### config.mk
export PLATFORM = sky130hd
export DESIGN_NAME = clock_display_driver
export DESIGN_NICKNAME = d
export VERILOG_FILES = /design/src/rtl/clock_disp_pkg.sv /design/src/rtl/seg7_decode.sv /design/src/rtl/clock_display_driver.sv
export SDC_FILE = /design/constraint.sdc
export NUM_CORES = 1
export LEC_CHECK = 0
export CORE_MARGIN = 2
export CORE_UTILIZATION = 45
export DETAILED_ROUTE_END_ITERATION = 6
export PLACE_DENSITY = 0.62
export SLEW_MARGIN = 20
export SYNTH_ARGS = -nofsm -noshare
export SYNTH_HDL_FRONTEND = slang
export SYNTH_SLANG_ARGS = --single-unit
export TNS_END_PERCENT = 50
### constraint.sdc
create_clock -name Clk -period 5.9 [get_ports Clk]
set_input_delay 1.18 -clock Clk [delete_from_list [all_inputs] [get_ports Clk]]
set_output_delay 1.18 -clock Clk [all_outputs]
set_load 0.01 [all_outputs]
### src/rtl/clock_disp_pkg.sv
// Shared constants, FSM state type and field helper for the clock display driver.
package clock_disp_pkg;

    localparam int SEC_PER_DAY  = 32'sd86400;
    localparam int SEC_PER_HOUR = 32'sd3600;
    localparam int SEC_PER_MIN  = 32'sd60;

    localparam logic [6:0] SEG_BLANK = 7'h7F;
    localparam logic [6:0] SEG_DASH  = 7'h3F;
    localparam logic [7:0] FIELD_MAX = 8'd99;

    typedef enum logic [2:0] {
        IDLE = 3'd0,
        NORM = 3'd1,
        HRS  = 3'd2,
        MINS = 3'd3,
        BCD  = 3'd4,
        LOAD = 3'd5
    } stateT;

    // A packed date field must fit in two decimal digits.
    function automatic logic fieldBad(input logic [7:0] field);
        return (field > FIELD_MAX);
    endfunction

endpackage

### src/rtl/seg7_decode.sv
// BCD digit to active-low seven-segment pattern {g,f,e,d,c,b,a}; non-BCD codes are blank.
module seg7_decode
    import clock_disp_pkg::*;
(
    input  logic [3:0] bcd,
    output logic [6:0] seg
);

    // Segment lookup
    always_comb begin
        case (bcd)
            4'd0:    seg = 7'h40;
            4'd1:    seg = 7'h79;
            4'd2:    seg = 7'h24;
            4'd3:    seg = 7'h30;
            4'd4:    seg = 7'h19;
            4'd5:    seg = 7'h12;
            4'd6:    seg = 7'h02;
            4'd7:    seg = 7'h78;
            4'd8:    seg = 7'h00;
            4'd9:    seg = 7'h10;
            default: seg = SEG_BLANK;
        endcase
    end

endmodule

### src/rtl/clock_display_driver.sv
// Six-digit time/date display driver with iterative conversion and edit/flash blinking.
// Optional DISPLAY_BLANK_LEAD_ZERO_EN blanks HEX5 when the leftmost field is below 10.
module clock_display_driver
    import clock_disp_pkg::*;
#(
    parameter int BLINK_HALF_PERIOD = 25_000_000
)
(
    input  logic        Clk,
    input  logic        Rst_n,
    input  logic [31:0] timeIn,
    input  logic        dateMode,
    input  logic        activeState,
    input  logic [1:0]  editStage,
    input  logic        flashFlag,
    output logic [6:0]  HEX0,
    output logic [6:0]  HEX1,
    output logic [6:0]  HEX2,
    output logic [6:0]  HEX3,
    output logic [6:0]  HEX4,
    output logic [6:0]  HEX5,
    output logic        busy,
    output logic        rangeErr
);

    stateT       state_r;
    logic [31:0] snapTime_r;
    logic        snapDate_r;
    logic [31:0] lastTime_r;
    logic        lastDate_r;
    logic        lastValid_r;
    logic [16:0] work_r;
    logic [6:0]  field_r [0:2];
    logic [3:0]  tens_r  [0:2];
    logic        err_r;
    logic [3:0]  digit_r [0:5];
    logic        dispErr_r;
    logic        dispValid_r;

    logic [31:0] blinkCnt_r;
    logic        blinkVis_r;
    logic [1:0]  prevEdit_r;
    logic        prevActive_r;

    logic [16:0] normSec_s;
    logic        normErr_s;
    logic        dateErr_s;
    logic        changed_s;
    logic        bcdDone_s;
    logic [2:0]  editPair_s;
    logic [5:0]  digBlank_s;
    logic [6:0]  seg_s     [0:5];
    logic [6:0]  hexNext_s [0:5];

    // Fold the signed seconds value into one day, flagging anything outside two days' span
    always_comb begin
        normSec_s = 17'd0;
        normErr_s = 1'b0;
        if ($signed(snapTime_r) < -SEC_PER_DAY) begin
            normErr_s = 1'b1;
        end else if ($signed(snapTime_r) < 32'sd0) begin
            normSec_s = 17'(snapTime_r + 32'(SEC_PER_DAY));
        end else if ($signed(snapTime_r) < SEC_PER_DAY) begin
            normSec_s = 17'(snapTime_r);
        end else if ($signed(snapTime_r) < 2 * SEC_PER_DAY) begin
            normSec_s = 17'(snapTime_r - 32'(SEC_PER_DAY));
        end else begin
            normErr_s = 1'b1;
        end
    end

    // Conversion side conditions
    always_comb begin
        dateErr_s = fieldBad(snapTime_r[23:16]) || fieldBad(snapTime_r[15:8]) ||
                    fieldBad(snapTime_r[7:0]);
        changed_s = !lastValid_r || (timeIn != lastTime_r) || (dateMode != lastDate_r);
        bcdDone_s = (field_r[0] < 7'd10) && (field_r[1] < 7'd10) && (field_r[2] < 7'd10);
    end

    // Conversion FSM: snapshot, normalise, split into fields, BCD, then load all digits at once
    always_ff @(posedge Clk or negedge Rst_n) begin
        if (!Rst_n) begin
            state_r     <= IDLE;
            snapTime_r  <= 32'd0;
            snapDate_r  <= 1'b0;
            lastTime_r  <= 32'd0;
            lastDate_r  <= 1'b0;
            lastValid_r <= 1'b0;
            work_r      <= 17'd0;
            err_r       <= 1'b0;
            dispErr_r   <= 1'b0;
            dispValid_r <= 1'b0;
            busy        <= 1'b0;
            rangeErr    <= 1'b0;
            for (int i = 0; i < 3; i++) begin
                field_r[i] <= 7'd0;
                tens_r[i]  <= 4'd0;
            end
            for (int i = 0; i < 6; i++) begin
                digit_r[i] <= 4'd0;
            end
        end else begin
            case (state_r)
                IDLE: begin
                    if (changed_s) begin
                        snapTime_r <= timeIn;
                        snapDate_r <= dateMode;
                        busy       <= 1'b1;
                        state_r    <= NORM;
                    end else begin
                        state_r    <= IDLE;
                    end
                end
                NORM: begin
                    for (int i = 0; i < 3; i++) begin
                        tens_r[i] <= 4'd0;
                    end
                    if (snapDate_r) begin
                        err_r      <= dateErr_s;
                        field_r[0] <= snapTime_r[22:16];
                        field_r[1] <= snapTime_r[14:8];
                        field_r[2] <= snapTime_r[6:0];
                        state_r    <= dateErr_s ? LOAD : BCD;
                    end else begin
                        err_r      <= normErr_s;
                        work_r     <= normSec_s;
                        field_r[0] <= 7'd0;
                        field_r[1] <= 7'd0;
                        field_r[2] <= 7'd0;
                        state_r    <= normErr_s ? LOAD : HRS;
                    end
                end
                HRS: begin
                    if (work_r >= 17'(SEC_PER_HOUR)) begin
                        work_r     <= work_r - 17'(SEC_PER_HOUR);
                        field_r[0] <= field_r[0] + 7'd1;
                    end else begin
                        state_r    <= MINS;
                    end
                end
                MINS: begin
                    if (work_r >= 17'(SEC_PER_MIN)) begin
                        work_r     <= work_r - 17'(SEC_PER_MIN);
                        field_r[1] <= field_r[1] + 7'd1;
                    end else begin
                        field_r[2] <= work_r[6:0];
                        state_r    <= BCD;
                    end
                end
                BCD: begin
                    // All three fields peel off a ten in parallel to bound latency
                    if (bcdDone_s) begin
                        state_r <= LOAD;
                    end else begin
                        for (int i = 0; i < 3; i++) begin
                            if (field_r[i] >= 7'd10) begin
                                field_r[i] <= field_r[i] - 7'd10;
                                tens_r[i]  <= tens_r[i] + 4'd1;
                            end
                        end
                    end
                end
                LOAD: begin
                    digit_r[5]  <= tens_r[0];
                    digit_r[4]  <= field_r[0][3:0];
                    digit_r[3]  <= tens_r[1];
                    digit_r[2]  <= field_r[1][3:0];
                    digit_r[1]  <= tens_r[2];
                    digit_r[0]  <= field_r[2][3:0];
                    dispErr_r   <= err_r;
                    dispValid_r <= 1'b1;
                    rangeErr    <= err_r;
                    lastTime_r  <= snapTime_r;
                    lastDate_r  <= snapDate_r;
                    lastValid_r <= 1'b1;
                    busy        <= 1'b0;
                    state_r     <= IDLE;
                end
                default: begin
                    busy    <= 1'b0;
                    state_r <= IDLE;
                end
            endcase
        end
    end

    // Blink phase generator, restarted visible on any edit-context change
    always_ff @(posedge Clk or negedge Rst_n) begin
        if (!Rst_n) begin
            blinkCnt_r   <= 32'd0;
            blinkVis_r   <= 1'b1;
            prevEdit_r   <= 2'd3;
            prevActive_r <= 1'b1;
        end else begin
            prevEdit_r   <= editStage;
            prevActive_r <= activeState;
            if ((editStage != prevEdit_r) || (activeState != prevActive_r)) begin
                blinkCnt_r <= 32'd0;
                blinkVis_r <= 1'b1;
            end else if (blinkCnt_r == 32'(BLINK_HALF_PERIOD - 1)) begin
                blinkCnt_r <= 32'd0;
                blinkVis_r <= ~blinkVis_r;
            end else begin
                blinkCnt_r <= blinkCnt_r + 32'd1;
            end
        end
    end

    genvar g;
    for (g = 0; g < 6; g++) begin : gDigit
        seg7_decode uDecode (
            .bcd (digit_r[g]),
            .seg (seg_s[g])
        );
    end

    // Digit pair under edit: stage 0 is the leftmost pair
    always_comb begin
        if (!activeState) begin
            case (editStage)
                2'd0:    editPair_s = 3'b100;
                2'd1:    editPair_s = 3'b010;
                2'd2:    editPair_s = 3'b001;
                default: editPair_s = 3'b000;
            endcase
        end else begin
            editPair_s = 3'b000;
        end
        digBlank_s = {{2{editPair_s[2]}}, {2{editPair_s[1]}}, {2{editPair_s[0]}}};
    end

    // Per-digit pattern selection; blanking outranks the dash pattern
    always_comb begin
        for (int k = 0; k < 6; k++) begin
            if (!dispValid_r) begin
                hexNext_s[k] = SEG_BLANK;
            end else if (!blinkVis_r && (flashFlag || digBlank_s[k])) begin
                hexNext_s[k] = SEG_BLANK;
            end else if (dispErr_r) begin
                hexNext_s[k] = SEG_DASH;
            end else begin
                hexNext_s[k] = seg_s[k];
            end
        end
`ifdef DISPLAY_BLANK_LEAD_ZERO_EN
        if (!dispErr_r && (digit_r[5] == 4'd0)) begin
            hexNext_s[5] = SEG_BLANK;
        end else begin
            hexNext_s[5] = hexNext_s[5];
        end
`endif
    end

    // Registered segment outputs
    always_ff @(posedge Clk or negedge Rst_n) begin
        if (!Rst_n) begin
            HEX0 <= SEG_BLANK;
            HEX1 <= SEG_BLANK;
            HEX2 <= SEG_BLANK;
            HEX3 <= SEG_BLANK;
            HEX4 <= SEG_BLANK;
            HEX5 <= SEG_BLANK;
        end else begin
            HEX0 <= hexNext_s[0];
            HEX1 <= hexNext_s[1];
            HEX2 <= hexNext_s[2];
            HEX3 <= hexNext_s[3];
            HEX4 <= hexNext_s[4];
            HEX5 <= hexNext_s[5];
        end
    end

endmodule

## Word-level counts from Yosys, hierarchy flattened

Memories as Yosys holds them, arrays and structs flattened.
Cells that the tools add are included.

- Add/sub/neg operators: 13
- $lt $le $gt $ge: 15
- Eq/ne operators: 23
- Muxes and demuxes: 62
- Bitwise logic cells: 2
- Reduce and logical (&&, ||, !) cells: 33

Operator list:

| kind | number |
|---|---|
| $mux 7 | 24 |
| $mux 17 | 7 |
| $lt 32x18->1 const B | 2 |
| $mux 32 | 2 |
| $pmux 17 s3 | 1 |
| $mux 21 | 2 |
| $pmux 14 s3 | 1 |
| $add 32x1->32 const B | 1 |
| $eq 32x25->1 const B | 1 |
| $lt 32x1->1 const B | 1 |
| $lt 32x19->1 const B | 1 |
| $ne 32x32->1 | 1 |
| $gt 8x7->1 const B | 3 |
| $pmux 12 s2 | 1 |
| $ne 2x2->1 const B | 11 |
| $ge 7x4->1 const B | 3 |
| $lt 7x4->1 const B | 3 |
| $pmux 7 s3 | 1 |
| $sub 7x4->7 const B | 3 |
| $mux 3 | 6 |
| $add 17x17->17 const B | 1 |
| $ge 17x12->1 const B | 1 |
| $ge 17x6->1 const B | 1 |
| $sub 17x12->17 const B | 1 |
| 29 further kinds | 69 |

- Bits in registers: 225
- Memory bits (read-only): 672
- Word-level logic and storage cells: 186
- Memories kept: 6

Memories:

| memory | words | bits a word | read ports | clocked after Yosys merged registers in | wr ports | RTL line | text |
|---|---|---|---|---|---|---|---|
| (name not given) | 16 | 7 | 1 | 0 | 0 | seg7_decode.sv:11 | `case (bcd)` |
| (name not given) | 16 | 7 | 1 | 0 | 0 | seg7_decode.sv:11 |  |
| (name not given) | 16 | 7 | 1 | 0 | 0 | seg7_decode.sv:11 |  |
| (name not given) | 16 | 7 | 1 | 0 | 0 | seg7_decode.sv:11 |  |
| (name not given) | 16 | 7 | 1 | 0 | 0 | seg7_decode.sv:11 |  |
| (name not given) | 16 | 7 | 1 | 0 | 0 | seg7_decode.sv:11 |  |

## Depth between registers and ports, before layout

- Depth in word-level cells: 8
- Mapped depth: 9

## By module

Synthesis repeated with hierarchy kept, for this count alone.

- Cell total of the unflattened synthesis: 1317
- Area, all modules: 12746.0 µm²

Modules (own cells, without submodules):

| module | times used | cells each | area an instance (µm²) | sequential area each (µm²) |
|---|---|---|---|---|
| clock_display_driver | 1 | 1119 | 11484.8 | 5688.0 |
| seg7_decode | 6 | 33 | 210.2 | 0.0 |

## Worst setup path after synthesis

OpenSTA, ideal clock, no wires.

- Kind: input to register
- Start: input port timeIn[19]
- End: register snapTime_r[0]
- Setup time: 0.125 ns
- Arrival: 2.660 ns
- Slack: 3.116 ns
- Stages: 7
- Path through: xor2_1 > nor4_1 > nand4_1 > nor3_1 > nor4_2 > clkbuf_1 > mux2_2

- Word-level cells in the longest chain between the ends: 4

RTL lines:

| item | RTL line | text |
|---|---|---|
| start, declared | clock_display_driver.sv:11 | `input logic [31:0] timeIn,` |
| $ne 32x32->1 | clock_display_driver.sv:76 | `changed_s = !lastValid_r \|\| (timeIn != lastTime_r) \|\| (dateMode != lastDate_r);` |
| $logic_or 1x1->1 (2 in a row) | clock_display_driver.sv:76 |  |
| $reduce_and 2->1 (no line) | n/a |  |
| end signal, assigned | clock_display_driver.sv:106 | `snapTime_r <= timeIn;` |
| end, declared | clock_display_driver.sv:27 | `logic [31:0] snapTime_r;` |

Every way passes these cells.
A chain may end at the register's enable or synchronous reset.

## Worst setup path in the final report

- Start: register state_r[0]
- End: register work_r[9]

- Word-level cells in the longest chain between the ends: 3

RTL lines:

| item | RTL line | text |
|---|---|---|
| start, declared | clock_display_driver.sv:26 | `stateT state_r;` |
| start signal, assigned | clock_display_driver.sv:123 | `state_r <= dateErr_s ? LOAD : BCD;` |
| start signal, assigned | clock_display_driver.sv:130 | `state_r <= normErr_s ? LOAD : HRS;` |
| $eq 3x2->1 / $eq 3x1->1 (equally long branches) | clock_display_driver.sv:103 | `case (state_r)` |
| $ne 2x2->1 (no line) / $reduce_bool 3->1 (equally long branches) | n/a |  |
| $reduce_and 4->1 (no line) | n/a |  |
| end signal, assigned | clock_display_driver.sv:126 | `work_r <= normSec_s;` |
| end signal, assigned | clock_display_driver.sv:135 | `work_r <= work_r - 17'(SEC_PER_HOUR);` |
| end signal, assigned | clock_display_driver.sv:143 | `work_r <= work_r - 17'(SEC_PER_MIN);` |
| end, declared | clock_display_driver.sv:32 | `logic [16:0] work_r;` |

Several ways; a longest one is shown, not always the timed one.

==> impl_metrics.toml <==
[outcome]
status = "completed"

[worst_setup_path]
critical_path.top_delay_family = "simple AND/OR/NAND/NOR gates"
crit_cells = 6
cp_data_required_time_ns = 6.34
reg2reg_depth = 6
arrival_ns = 3.87
cp_slowest_cell = "dfrtp_1"
crit_path_frequent_cell = "nand2_1"
endpoint_kind = "register"
critical_path_class = "reg -> reg"
path_buf_inv = 0
crit_fanout = 24
crit_chain = "nand2b_1, nor2_1, nand2_1, a21oi_1, nand2_1, o211ai_1"
crit_path_max_incr_delay_ns = 0.99
critPathLaunchType = "register"

[logic_synthesis]
yosysSeqAreaShare_pct = 46.0
synth_mux_area_share_pct = 7.85
async_flop_share_pct = 100
synth_cell_types = 81
synthFlopType = "dfrtp_1"
syn_nets = 1341
avgSynthCellArea_um2 = 9.88
synth_top_family_by_area = "simple AND/OR/NAND/NOR gates"
syn_area_mm2 = 0.0124
ys.warnings.count = 0
synth_edf_count = 0
syn_inst = 1252
ys_seq_elements = 225
synth-adder-area-share_pct = 5.06
yosys.area_share.simple_pct = 16.0
synth_xor_area_share_pct = 5.88
synth_compound_area_share_pct = 15.4

[floorplanning]
dieArea_mm2 = 0.0288
start_util_pct = 45.9
fp-row-count = 60
core_area_mm2 = 0.0270
die_h_um = 170
die_w_um = 170
io_pins = 83

[routing]
dr.pass1.iters = 7
drtIter0Drc = 777
drt_wl_total_um = 30800
wire_per_inst_um = 18.5
num_vias = 9565
ant_nets = 0
drc_errors = 0
viasPerCell = 5.74

[global_route]
grtUsageTotal_pct = 21.7
grt_pass1_vias = 9236
grt_max_degree = 118
grt_pass1_wl_um = 50100
antenna_found_initial = 0
overflow = 0

[finish]
post-route-util_pct = 53.3
diodes = 0
final_cells = 1666
layout_commonest_cell = "dfrtp_1"
drive_gt1_share_pct = 15.3
final_cell_mix = "179 x dfrtp_1, 100 x nor2_1, 99 x o21ai_0"
nets = 1394
area_growth_syn_to_layout_pct = 16.2

[clock_network]
cts_resized = 0
clock_sinks = 225
tritoncts = "done"
postCtsSetupBuffers = 0
cts-root-buf = "clkbuf_16"
insertion_delay_ns = 0.53
clock_path_buffers = 3
htreeDepth = 1
cts_made_buffers = 26
cts.clk_slew.worst_paths_ns = 0.06
cts_hold_buf = 0

[sta]
finalClockSkew_ns = 0.0131
maxSlewHeadroom_pct = 30.3
setup_viol = 0
min_period_ns = 3.44
maxSlewViolCount = 0
fin_crit_sh_pct = 58.3
fin_tns_setup_ns = 0
tightest_slew_ns = 1.04
rsz0062_at_grt = "no"
timing_hold_violations_final = 0
whs_ns = 0.483
fmax_mhz = 291

[place]
dp_cells = 1618
gp_congestion = 0.899
placement.io_buffers = 82
dp_hpwl_um = 21800

[pwr]
p_per_area_mw_per_mm2 = 525
p_leak_nw = 5.90
ir_worst_vdd_mv = 0.297

[min_path]
hold_depth = 1
hold_class = "reg -> reg"

[flow_run]
cap_violations = 0
layout make-up:
class | count | area [um^2]
clock buffer | 40 | 826
clock inverter | 8 | 92.6
fill | 2437 | 12600
inverter | 55 | 206
multi-input combinational | 907 | 6230
sequential | 225 | 5690
tap | 341 | 427
timing repair buffer | 90 | 898
cell usage after synthesis, types with 36 or more instances:
cell type	number	area, um^2
nand3_1	40	200
xor2_1	51	447
nor3_1	36	180
nor2_1	100	375
ha_1	50	626
inv_1	53	199
o21ai_0	99	495
clkbuf_1	47	176
a21oi_1	69	345
dfrtp_1	179	4480
nand2_1	80	300
dfstp_2	46	1210
mux2_2	80	901
through the flow:
stage	worst slack, ns	power [mW]	cell area, um^2
6_report	2.46	7.55	14400
5_1_grt	2.33	8.09	14400
4_1_cts	2.57	7.60	14400
3_5_place_dp	2.26	5.89	13500
3_3_place_gp	2.27	5.82	13500
2_1_floorplan	3.12	4.83	12400
report_power, final:
part	internal, mW	switching, mW	total (mW)
Sequential	2.16	0.729	2.89
Clock	1.05	0.628	1.67
Combinational	1.41	1.57	2.98
per-layer routing:
metal | global-route usage, % | up-vias | wire, um
met1 | 29.7 | 4601 | 13900
li1 | - | 4610 | -
met2 | 35.3 | 287 | 14200
met5 | 0 | - | 0
met4 | 7.77 | 0 | 1200
met3 | 3.10 | 67 | 1550
kinds of logic (layout without fill, tap and decap cells):
kind of cell | Yosys count | count (layout)
multiplexers | 87 | 87
AND/OR/NAND/NOR | 388 | 388
flip-flops | 225 | 225
XOR/XNOR | 83 | 83
adder cells (fa/ha/maj) | 50 | 50
buffers and inverters | 120 | 193
AO/OA/AOI/OAI | 299 | 299
worst reg2reg max path: stages (launching register included):
cell and delay (ns):
dfrtp_1 0.99, nand2b_1 0.38, nor2_1 0.80, nand2_1 0.21
a21oi_1 0.63, nand2_1 0.21, o211ai_1 0.14
path summary, 6_finish.rpt:
kind                       slack [ns]     startpoint            end
setup / recovery                 2.46     state_r[0]      work_r[9]
hold / removal                   0.48  blinkCnt_r[0]  blinkCnt_r[0]
setup reg to reg                 2.46     state_r[0]      work_r[9]
hold reg to reg                  0.48  blinkCnt_r[0]  blinkCnt_r[0]
max in group asynchronous        4.09          Rst_n     work_r[11]
min in group asynchronous        0.71          Rst_n  blinkCnt_r[3]
flip-flops by register name, indices dropped and copies added, names as in the netlist, 2 cells and up:
signal	count
HEX2	7
blinkCnt_r	32
HEX3	7
prevEdit_r	2
HEX5	7
tens_r	12
HEX4	7
field_r	21
work_r	17
lastTime_r	32
state_r	3
snapTime_r	32
HEX1	7
digit_r	24
HEX0	7
No activity file was read; power rests on OpenSTA's default activity.
